[config.mk]
export PLATFORM = sky130hd
export DESIGN_NAME = link_state_ctrl
export DESIGN_NICKNAME = d
export VERILOG_FILES = /design/src/rtl/link_state_ctrl.sv
export SDC_FILE = /design/constraint.sdc
export NUM_CORES = 1
export LEC_CHECK = 0
export ABC_CLOCK_PERIOD_IN_PS = 2500
export CAP_MARGIN = 10
export CORE_ASPECT_RATIO = 1.2
export CORE_MARGIN = 10
export CORE_UTILIZATION = 30
export CTS_CLUSTER_DIAMETER = 100
export DETAILED_ROUTE_END_ITERATION = 8
export PLACE_DENSITY = 0.6
export SYNTH_ARGS = -nofsm -noshare
export SYNTH_HDL_FRONTEND = slang
export SYNTH_SLANG_ARGS = --single-unit
[constraint.sdc]
create_clock -name clk4f -period 2.5 [get_ports clk4f]
set_input_delay 0.5 -clock clk4f [delete_from_list [all_inputs] [get_ports clk4f]]
set_output_delay 0.5 -clock clk4f [all_outputs]
set_load 0.01 [all_outputs]
[src/rtl/link_state_ctrl.sv]
// rtl/link_state_ctrl.sv - link-state controller producing the recirculation select (valido)
// Aligns four byte lanes on COM, then tracks IDLE vs data traffic and drops back to SYNC on lane gaps.
module link_state_ctrl #(
  parameter logic [7:0]  COM     = 8'hBC,
  parameter logic [7:0]  IDL     = 8'h7C,
  parameter int unsigned COM_CNT = 4,
  parameter int unsigned TIMEOUT = 8
) (
  input  logic       clk4f,
  input  logic       reset,
  input  logic [7:0] in0,
  input  logic [7:0] in1,
  input  logic [7:0] in2,
  input  logic [7:0] in3,
  input  logic [3:0] valid_in,
  output logic       valido,
  output logic [3:0] lane_sync,
  output logic [1:0] state,
  output logic       sync_lost
);

  typedef enum logic [1:0] {
    ST_RESET  = 2'd0,
    ST_SYNC   = 2'd1,
    ST_IDLE   = 2'd2,
    ST_ACTIVE = 2'd3
  } state_e;

  localparam logic [3:0] COM_MAX  = 4'(COM_CNT);
  localparam logic [7:0] GAP_LAST = 8'(TIMEOUT - 1);

  state_e          state_q, state_d;
  logic [3:0][3:0] ccnt_q, ccnt_d;
  logic [3:0][7:0] gcnt_q, gcnt_d;
  logic [3:0]      lane_sync_q, lane_sync_d;
  logic            valido_q, valido_d;
  logic            sync_lost_q, sync_lost_d;

  logic [3:0][7:0] lane_byte;
  logic            any_data, all_idle, gap_hit, link_up, timeout;

  assign lane_byte = {in3, in2, in1, in0};

  always_comb begin
    state_d     = state_q;
    ccnt_d      = ccnt_q;
    gcnt_d      = gcnt_q;
    lane_sync_d = lane_sync_q;
    any_data    = 1'b0;
    all_idle    = 1'b1;
    gap_hit     = 1'b0;

    for (int i = 0; i < 4; i++) begin
      if (valid_in[i] && lane_byte[i] != COM && lane_byte[i] != IDL) any_data = 1'b1;
      if (!(valid_in[i] && lane_byte[i] == IDL)) all_idle = 1'b0;
      // Timeout fires on the edge whose increment would land on TIMEOUT.
      if (!valid_in[i] && gcnt_q[i] == GAP_LAST) gap_hit = 1'b1;
    end

    link_up = (state_q == ST_IDLE) || (state_q == ST_ACTIVE);
    timeout = link_up && gap_hit;

    case (state_q)
      ST_RESET: state_d = ST_SYNC;
      ST_SYNC: begin
        for (int i = 0; i < 4; i++) begin
          if (valid_in[i]) begin
            if (lane_byte[i] == COM) begin
              ccnt_d[i] = (ccnt_q[i] == COM_MAX) ? ccnt_q[i] : ccnt_q[i] + 4'd1;
            end else begin
              ccnt_d[i] = 4'd0;
            end
          end
          lane_sync_d[i] = (ccnt_d[i] == COM_MAX);
        end
        if (lane_sync_q == 4'hF) state_d = ST_IDLE;
      end
      ST_IDLE, ST_ACTIVE: begin
        for (int i = 0; i < 4; i++) begin
          gcnt_d[i] = valid_in[i] ? 8'd0 : gcnt_q[i] + 8'd1;
        end
        if (timeout) begin
          state_d     = ST_SYNC;
          ccnt_d      = '0;
          gcnt_d      = '0;
          lane_sync_d = '0;
        end else if (state_q == ST_IDLE && any_data) begin
          state_d = ST_ACTIVE;
        end else if (state_q == ST_ACTIVE && all_idle) begin
          state_d = ST_IDLE;
        end
      end
      default: state_d = ST_RESET;
    endcase

    valido_d    = (state_d == ST_ACTIVE);
    sync_lost_d = timeout;
  end

  always_ff @(posedge clk4f or negedge reset) begin
    if (!reset) begin
      state_q     <= ST_RESET;
      ccnt_q      <= '0;
      gcnt_q      <= '0;
      lane_sync_q <= '0;
      valido_q    <= 1'b0;
      sync_lost_q <= 1'b0;
    end else begin
      state_q     <= state_d;
      ccnt_q      <= ccnt_d;
      gcnt_q      <= gcnt_d;
      lane_sync_q <= lane_sync_d;
      valido_q    <= valido_d;
      sync_lost_q <= sync_lost_d;
    end
  end

  assign valido    = valido_q;
  assign lane_sync = lane_sync_q;
  assign state     = state_q;
  assign sync_lost = sync_lost_q;

endmodule

---- Word level (Yosys, flattened, before mapping) ----
Index checks and enable logic that the tools add are counted.
W data, S select, Z words.
word-level totals
  output and inout port bits .............. 8
  flip-flop bits (word level) ............. 56
operators by class
  mux-type cells .......................... 42
  add/subtract/negate cells ............... 8
  eq/ne operators ......................... 34
  reduce and logical (&&, ||, !) cells .... 28
operators with widths
  cell                   count
  $mux W4                17
  $add A8 B1 Y8 const B  4
  $eq A4 B3 Y1 const B   8
  $eq A8 B3 Y1 const B   4
  $eq A8 B7 Y1 const B   4
  $eq A8 B8 Y1 const B   4
  $mux W32               1
  $mux W8                4
  $ne A8 B7 Y1 const B   4
  $ne A8 B8 Y1 const B   4
  $pmux W16 S2           1
  $logic_and A1 B1 Y1    19
  $add A4 B1 Y4 const B  4
  $mux W16               1
  $mux W1                12
  $mux W2                4
  $pmux W4 S2            1
  $eq A2 B2 Y1 const B   3
  $pmux W2 S3            1
  $eq A4 B4 Y1 const B   1
  $logic_not A1 Y1       4
  $eq A2 B1 Y1 const B   1
  $logic_not A2 Y1       1
  $ne A2 B2 Y1 const B   1
  other kinds (4)        4

---- Logic depth before layout (Yosys ltp) ----
Gate-level depths: netlist (run 1).
  word-level depth ........................ 12
  gate-level depth with buffers ........... 8

---- Worst setup path before layout (run 1) ----
No wires, ideal clock.
  path type ............................... register to register
  start point ............................. register gcnt_q[19] (netlist bit)
  end point ............................... register lane_sync_q[1] (netlist: lane_sync[1])
  period minus slack after synthesis ...... 2.430 ns
  arrival ................................. 2.304 ns
  path buffers ............................ 2
  library setup time ...................... 0.125 ns
  stages on the path, launching flop included .. 8
  data required time ...................... 2.375 ns
  path slack .............................. 0.070 ns
  path through ............................ dfrtp_1 > or4_1 > or4_1 > and4_4 > buf_6 > a21oi_4 > buf_6 > mux2_4
between the ends
  longest elaborated chain between the ends .. 7
RTL lines
  what                                RTL line  source
  from (decl)                         34        logic [3:0][7:0] gcnt_q, gcnt_d;
  from (signal assigned)              111       gcnt_q <= gcnt_d;
  $eq A8 B3 Y1                        57        if (!valid_in[i] && gcnt_q[i] == GAP_LAST) gap_hit = 1'b1;
  $logic_and A1 B1 Y1                 57
  $mux W1 (2 in series)               57
  $logic_and A1 B1 Y1                 61        timeout = link_up && gap_hit;
  $ne A2 B2 Y1 (no source line)       n/a
  $reduce_and A2 Y1 (no source line)  n/a
  to (signal assigned)                112       lane_sync_q <= lane_sync_d;
  to (decl)                           35        logic [3:0] lane_sync_q, lane_sync_d;
Every way passes these cells.
A chain may end at the register's enable or synchronous reset.

---- Worst setup path after layout (run 1) ----
  start point ............................. register gcnt_q[20] (netlist bit)
  end point ............................... register ccnt_q[14] (netlist bit)
between the ends
  longest elaborated chain between the ends .. 7
RTL lines
  what                                RTL line  source
  $eq A8 B3 Y1                        57
  $logic_and A1 B1 Y1                 57
  $mux W1 (2 in series)               57
  $logic_and A1 B1 Y1                 61
  $ne A2 B2 Y1 (no source line)       n/a
  $reduce_and A2 Y1 (no source line)  n/a
  to (signal assigned)                110       ccnt_q <= ccnt_d;
  to (decl)                           33        logic [3:0][3:0] ccnt_q, ccnt_d;
Every way passes these cells.

==> results.yml, run 1 <==
outcome:
  status: "complete, no violations"
finish:
  antennaDiodeCount: 0
  layout_common_cells: "56 x dfrtp_1, 44 x clkdlybuf4s50_1, 27 x nor2_1"
  syn_to_final_growth_pct: 25.47
  mostFrequentLayoutCell: "dfrtp_1"
  final_util_pct: 38.66
  stdcell_area_um2: 4493
  drive_gt1_share_pct: 10.49
  fin_nets: 497
clock_tree:
  cts_root_buffer: "clkbuf_16"
  hold_buffers: 0
  cts_setup_buffers: 0
  cts-resized-gates: 0
  numClockSinks: 56
  cts_tree: "done"
  clk_pin_slew_ns: 0.08
  clockBufferDepth: 2
  cts_inserted_buffers: 5
  worstSkewPairLatency_ns: 0.30
  cts_max_level: 2
yosys:
  synth_seq_cells: 56
  synth.largest_area_cell: "dfrtp_1"
  synth_edf_count: 0
  ys_seq_area_share_pct: 39.13
  syn_avg_cell_area_um2: 9.253
  synth_top_area_share_pct: 39.13
  synth.top_cells.by_area: "dfrtp_1 39%, ha_1 4.2%, and3_1 3.0%"
  yosysUniqueCellTypes: 61
  synthFlopType: "dfrtp_1"
  async_reset_ff_share_pct: 100.0
  synth_warnings: 0
  syn_area_um2: 3581
  netlist_instances: 387
  syn_nets: 437
critical_path:
  cp-end-kind: "flip-flop"
  path_class: "reg -> reg"
  start_kind: "flip-flop"
  crit_fanout: 6
  crit_required_ns: 2.69
  critPathArrivalTime_ns: 2.61
timing:
  worst_pin_slew_ns: 0.7365
  finClkSkew_ns: 0.009726
  timing.setup.tns_ns: 0
  period_share_pct: 96.61
  max_freq_ghz: 0.4140
  rsz0062_at_grt: "false"
  setup_viol: 0
  finalMaxSlewViolations: 0
  hold_violations: 0
  fin_crit_ns: 2.415
  max-slew-margin-rel_pct: 50.90
global_route:
  grt.met1_usage_pct: 14.26
  gr-usage-met2_pct: 18.30
  grt_use_met3_pct: 3.602
  antenna_found_initial: 0
  grt_first_pass_wirelength_um: 16150
  grt_overflow: 0
  grt_pass1_vias: 3285
  busiest_layer: "met2"
  grt_use_total_pct: 11.34
  grt_max_degree: 57
placement:
  hpwl_um: 7047
  globalplace.congestion: 0.8189
  place_area_um2: 4339
  port_buffers: 45
detailed_routing:
  drt_iter0_markers: 265
  wl_um: 9375
  route.detailed.drc: 0
  num_vias: 3239
  first_pass_iters: 4
  detail-route-antenna-nets: 0
  wire_per_inst_um: 15.50
  viasPerCell: 5.354
pwr:
  p_leak_nw: 1.901
  vdd_drop_max_uv: 353.9
  p_per_area_nw_per_um2: 648.9
floorplanning:
  die_area_um2: 16720
  ioPinCount: 46
  rows: 43
  die_w_um: 119.7
  initial_core_util_pct: 30.81
  chipHeight_um: 139.7
  core-area_um2: 11620
min_path:
  hp-class: "in -> async"
job:
  drv_cap: 0
## routing by layer
metal	share of wire (%)	vias up	wire length, µm
li1	-	1583	-
met1	46	1567	4359
met2	46	82	4339
met3	6.3	7	594
met4	0.87	0	82
met5	0	-	0
## final cells by class
type	count	area, µm²
clock buffer	6	138.9
clock inverter	2	15.01
fill	1200	7128
inverter	21	78.83
multi-input combinational	294	2024
sequential	56	1401
tap	157	196.4
timing repair buffer	69	638.1
## synth_stat cells, types with 3 or more instances
cell        n
dfrtp_1    56
nor2_1     27
nand2_1    23
inv_1      20
and3_1     17
o21ai_0    17
nand3_1    15
a21oi_1    14
nand4_1    13
clkbuf_1   12
ha_1       12
nand2b_1   11
o2bb2ai_1  11
xnor2_1    10
mux2i_1     9
nor3_1      9
o31ai_1     9
a22o_1      7
a31oi_1     7
nor4_1      7
nand3b_1    5
a211oi_1    4
a22oi_1     4
mux2_2      4
nand4b_1    4
nand4bb_1   4
or4_1       4
xor2_1      4
a2bb2oi_1   3
nor2b_1     3
nor3b_1     3
o22ai_1     3
## final timing paths
path	startpoint	endpoint	slack, ns	depth (start not counted)
worst max register to register	gcnt_q[20]$_DFFE_PN0N_	ccnt_q[14]$_DFFE_PN0P_	0.08	5
worst min register to register	gcnt_q[0]$_DFFE_PN0N_	gcnt_q[0]$_DFFE_PN0N_	0.51	1
worst min-delay path	reset	gcnt_q[8]$_DFFE_PN0N_	0.35	2
min in group clk4f	gcnt_q[0]$_DFFE_PN0N_	gcnt_q[0]$_DFFE_PN0N_	0.51	1
worst max-delay path	gcnt_q[20]$_DFFE_PN0N_	ccnt_q[14]$_DFFE_PN0P_	0.08	5
max in group asynchronous	reset	ccnt_q[4]$_DFFE_PN0P_	1.67	2
## registers in the layout, indices dropped and copies added, names as in the netlist
signal and cells:
sync_lost 1, state 2, valido 1, gcnt_q 32, ccnt_q 16, lane_sync 4
## cell families (layout without fill, tap and decap cells)
family,Yosys count,after routing,synth area share [%]
muxes,15,15,4.612
AOI/OAI and AO/OA,99,99,19.92
and+or+nand+nor,154,154,24.39
adders and majority gates,12,12,4.193
xor gates and xnor gates,14,14,3.424
DFF,56,56,39.13
buffers and inverters,37,98,4.332
## power breakdown
| part | leakage (nW) | internal (W) | switching, W |
|---|---|---|---|
| sequential | 0.759 | 0.00102 | 0.000135 |
| combinational | 1.07 | 0.000433 | 0.000576 |
| clock | 0.0691 | 0.000400 | 0.000348 |
## metrics by stage
stage | std cells | hold WS (ns) | setup slack, ns | total power, W
4_1_cts | 605 | 0.3831 | 0.1007 | 0.002944
3_5_place_dp | 597 | 0.5012 | -0.08010 | 0.002193
6_report | 605 | 0.3469 | 0.08465 | 0.002915
5_1_grt | 605 | 0.4147 | 0.03880 | 0.003107
3_3_place_gp | 597 | 0.4848 | -0.02491 | 0.002157
2_1_floorplan | 387 | 0.2044 | 0.07045 | 0.001798
## worst max-delay path: stages, from the launching register on
cell	delay, ns
dfrtp_1	0.39
or4_1	0.50
or4_1	0.55
and4_4	0.23
a21oi_4	0.27
mux2_2	0.37
Note: power is estimated with default switching activity, not from simulation.
==> run 2: changes to the inputs <==
--- a/config.mk
+++ b/config.mk
@@ -9,10 +9,10 @@
 export CAP_MARGIN = 10
 export CORE_ASPECT_RATIO = 1.2
 export CORE_MARGIN = 10
-export CORE_UTILIZATION = 30
+export CORE_UTILIZATION = 50
 export CTS_CLUSTER_DIAMETER = 100
 export DETAILED_ROUTE_END_ITERATION = 8
-export PLACE_DENSITY = 0.6
+export PLACE_DENSITY = 0.86
 export SYNTH_ARGS = -nofsm -noshare
 export SYNTH_HDL_FRONTEND = slang
 export SYNTH_SLANG_ARGS = --single-unit
==> run 2 against run 1 <==
Net effect: total power decreased by 8.7%; clock-buffer cell count decreased by 1; sequential power about the same.
==> results.yml, run 2 (synthesized netlist as in run 1, its figures left out) <==
detailed_routing:
  num_vias: 3336
  viasPerCell: 6.259
  route.detailed.drc: 0
  wire_per_inst_um: 17.26
  detail-route-antenna-nets: 0
  wl_um: 9199
  first_pass_iters: 5
  drt_iter0_markers: 171
global_route:
  grt_first_pass_wirelength_um: 15970
  grt_overflow: 0
  grt_pass1_vias: 3533
  antenna_found_initial: 0
  grt_use_total_pct: 16.78
  grt_max_degree: 37
timing:
  finalMaxSlewViolations: 0
  timing.setup.tns_ns: 0
  max-slew-margin-rel_pct: 59.34
  hold_violations: 0
  finClkSkew_ns: 0.01278
  max_freq_ghz: 0.4130
  fin_crit_ns: 2.421
  period_share_pct: 96.86
  setup_viol: 0
  worst_pin_slew_ns: 0.6058
  rsz0062_at_grt: "false"
clock_tree:
  hold_buffers: 0
  cts_setup_buffers: 0
  worstSkewPairLatency_ns: 0.32
  cts_tree: "done"
  cts_max_level: 2
  cts_inserted_buffers: 5
  clk_pin_slew_ns: 0.11
  numClockSinks: 56
  cts_root_buffer: "clkbuf_8"
  cts-resized-gates: 0
  clockBufferDepth: 2
min_path:
  hp-class: "in -> async"
pwr:
  p_leak_nw: 1.868
  p_switching_w: 0.001019
  p_per_area_nw_per_um2: 615.5
  power.internal_w: 0.001644
  vdd_drop_max_uv: 299.3
  switching_share_pct: 38.26
  combPwrFrac_pct: 37.8
  power_frac_seq_pct: 42.9
  clockPowerShare_pct: 19.3
finish:
  syn_to_final_growth_pct: 20.82
  layout_common_cells: "56 x dfrtp_1, 44 x clkdlybuf4s50_1, 27 x nor2_1"
  mostFrequentLayoutCell: "dfrtp_1"
  largest_reg_flops: 32
  antennaDiodeCount: 0
  fin_nets: 495
  stdcell_count: 533
  largest-register: "gcnt_q"
  drive_gt1_share_pct: 10.09
floorplanning:
  rows: 33
  die_area_um2: 10960
  initial_core_util_pct: 51.93
  ioPinCount: 46
  die_w_um: 97.26
  core-area_um2: 6895
  chipHeight_um: 112.7
critical_path:
  start_kind: "flip-flop"
  critPathArrivalTime_ns: 2.64
  cp-end-kind: "flip-flop"
  path_class: "reg -> reg"
  crit_required_ns: 2.71
  rrSetupSlack_ns: 0.08
  crit_fanout: 7
placement:
  port_buffers: 45
  dp.cells: 525
  hpwl_um: 7006
  globalplace.congestion: 0.8809
outcome:
  status: "complete, no violations"
job:
  drv_cap: 0
[run 2: worst max-delay path: stages, from the launching register on]
cell     delay (ns)
dfrtp_1        0.40
or4_1          0.53
or4_1          0.55
and4_4         0.24
a21oi_4        0.25
mux2_2         0.36
[run 2: power groups by stage]
stage | registers (W) | clock network [W] | logic [W]
3_5_place_dp | 0.00116 | 0 | 0.00101
3_3_place_gp | 0.00115 | 0 | 0.000966
5_1_grt | 0.00116 | 0.000562 | 0.00112
4_1_cts | 0.00114 | 0.000526 | 0.00101
2_1_floorplan | 0.00114 | 0 | 0.000662
6_report | 0.00114 | 0.000514 | 0.00101
[run 2: area by class of cell]
type                       count  area (µm²)
clock buffer                   5       68.82
clock inverter                 3       21.27
fill                         563        2569
inverter                      21       78.83
multi-input combinational    294        2024
sequential                    56        1401
tap                           87       108.9
timing repair buffer          67       623.1
[run 2: per-layer routing]
metal,vias up,track usage (%),wire (µm)
met4,0,6.117,211
li1,1585,-,-
met1,1632,19.50,3935
met5,-,0,0
met2,99,28.35,4423
met3,20,5.417,629
[run 2: final timing paths]
| kind | startpoint | to | depth (start not counted) |
|---|---|---|---|
| min reg2reg | gcnt_q[0]$_DFFE_PN0N_ | gcnt_q[0]$_DFFE_PN0N_ | 1 |
| max | gcnt_q[19]$_DFFE_PN0N_ | ccnt_q[14]$_DFFE_PN0P_ | 5 |
| min in group clk4f | gcnt_q[0]$_DFFE_PN0N_ | gcnt_q[0]$_DFFE_PN0N_ | 1 |
| min | reset | gcnt_q[8]$_DFFE_PN0N_ | 1 |
| max in group asynchronous | reset | gcnt_q[26]$_DFFE_PN0N_ | 2 |
| max reg2reg | gcnt_q[19]$_DFFE_PN0N_ | ccnt_q[14]$_DFFE_PN0P_ | 5 |
[run 2: stage by stage]
step	setup WS, ns	total power (W)	utilization (%)	cell area [µm²]	hold slack, ns
after global routing	0.009412	0.002845	62.75	4327	0.2148
after detailed placement	0.01510	0.002168	61.44	4237	0.4998
after floorplan	0.07045	0.001798	-	3581	0.2044
final	0.07851	0.002663	62.75	4327	0.1671
after CTS	0.06897	0.002678	62.75	4327	0.1863
after global placement	0.05233	0.002116	61.44	4237	0.4849
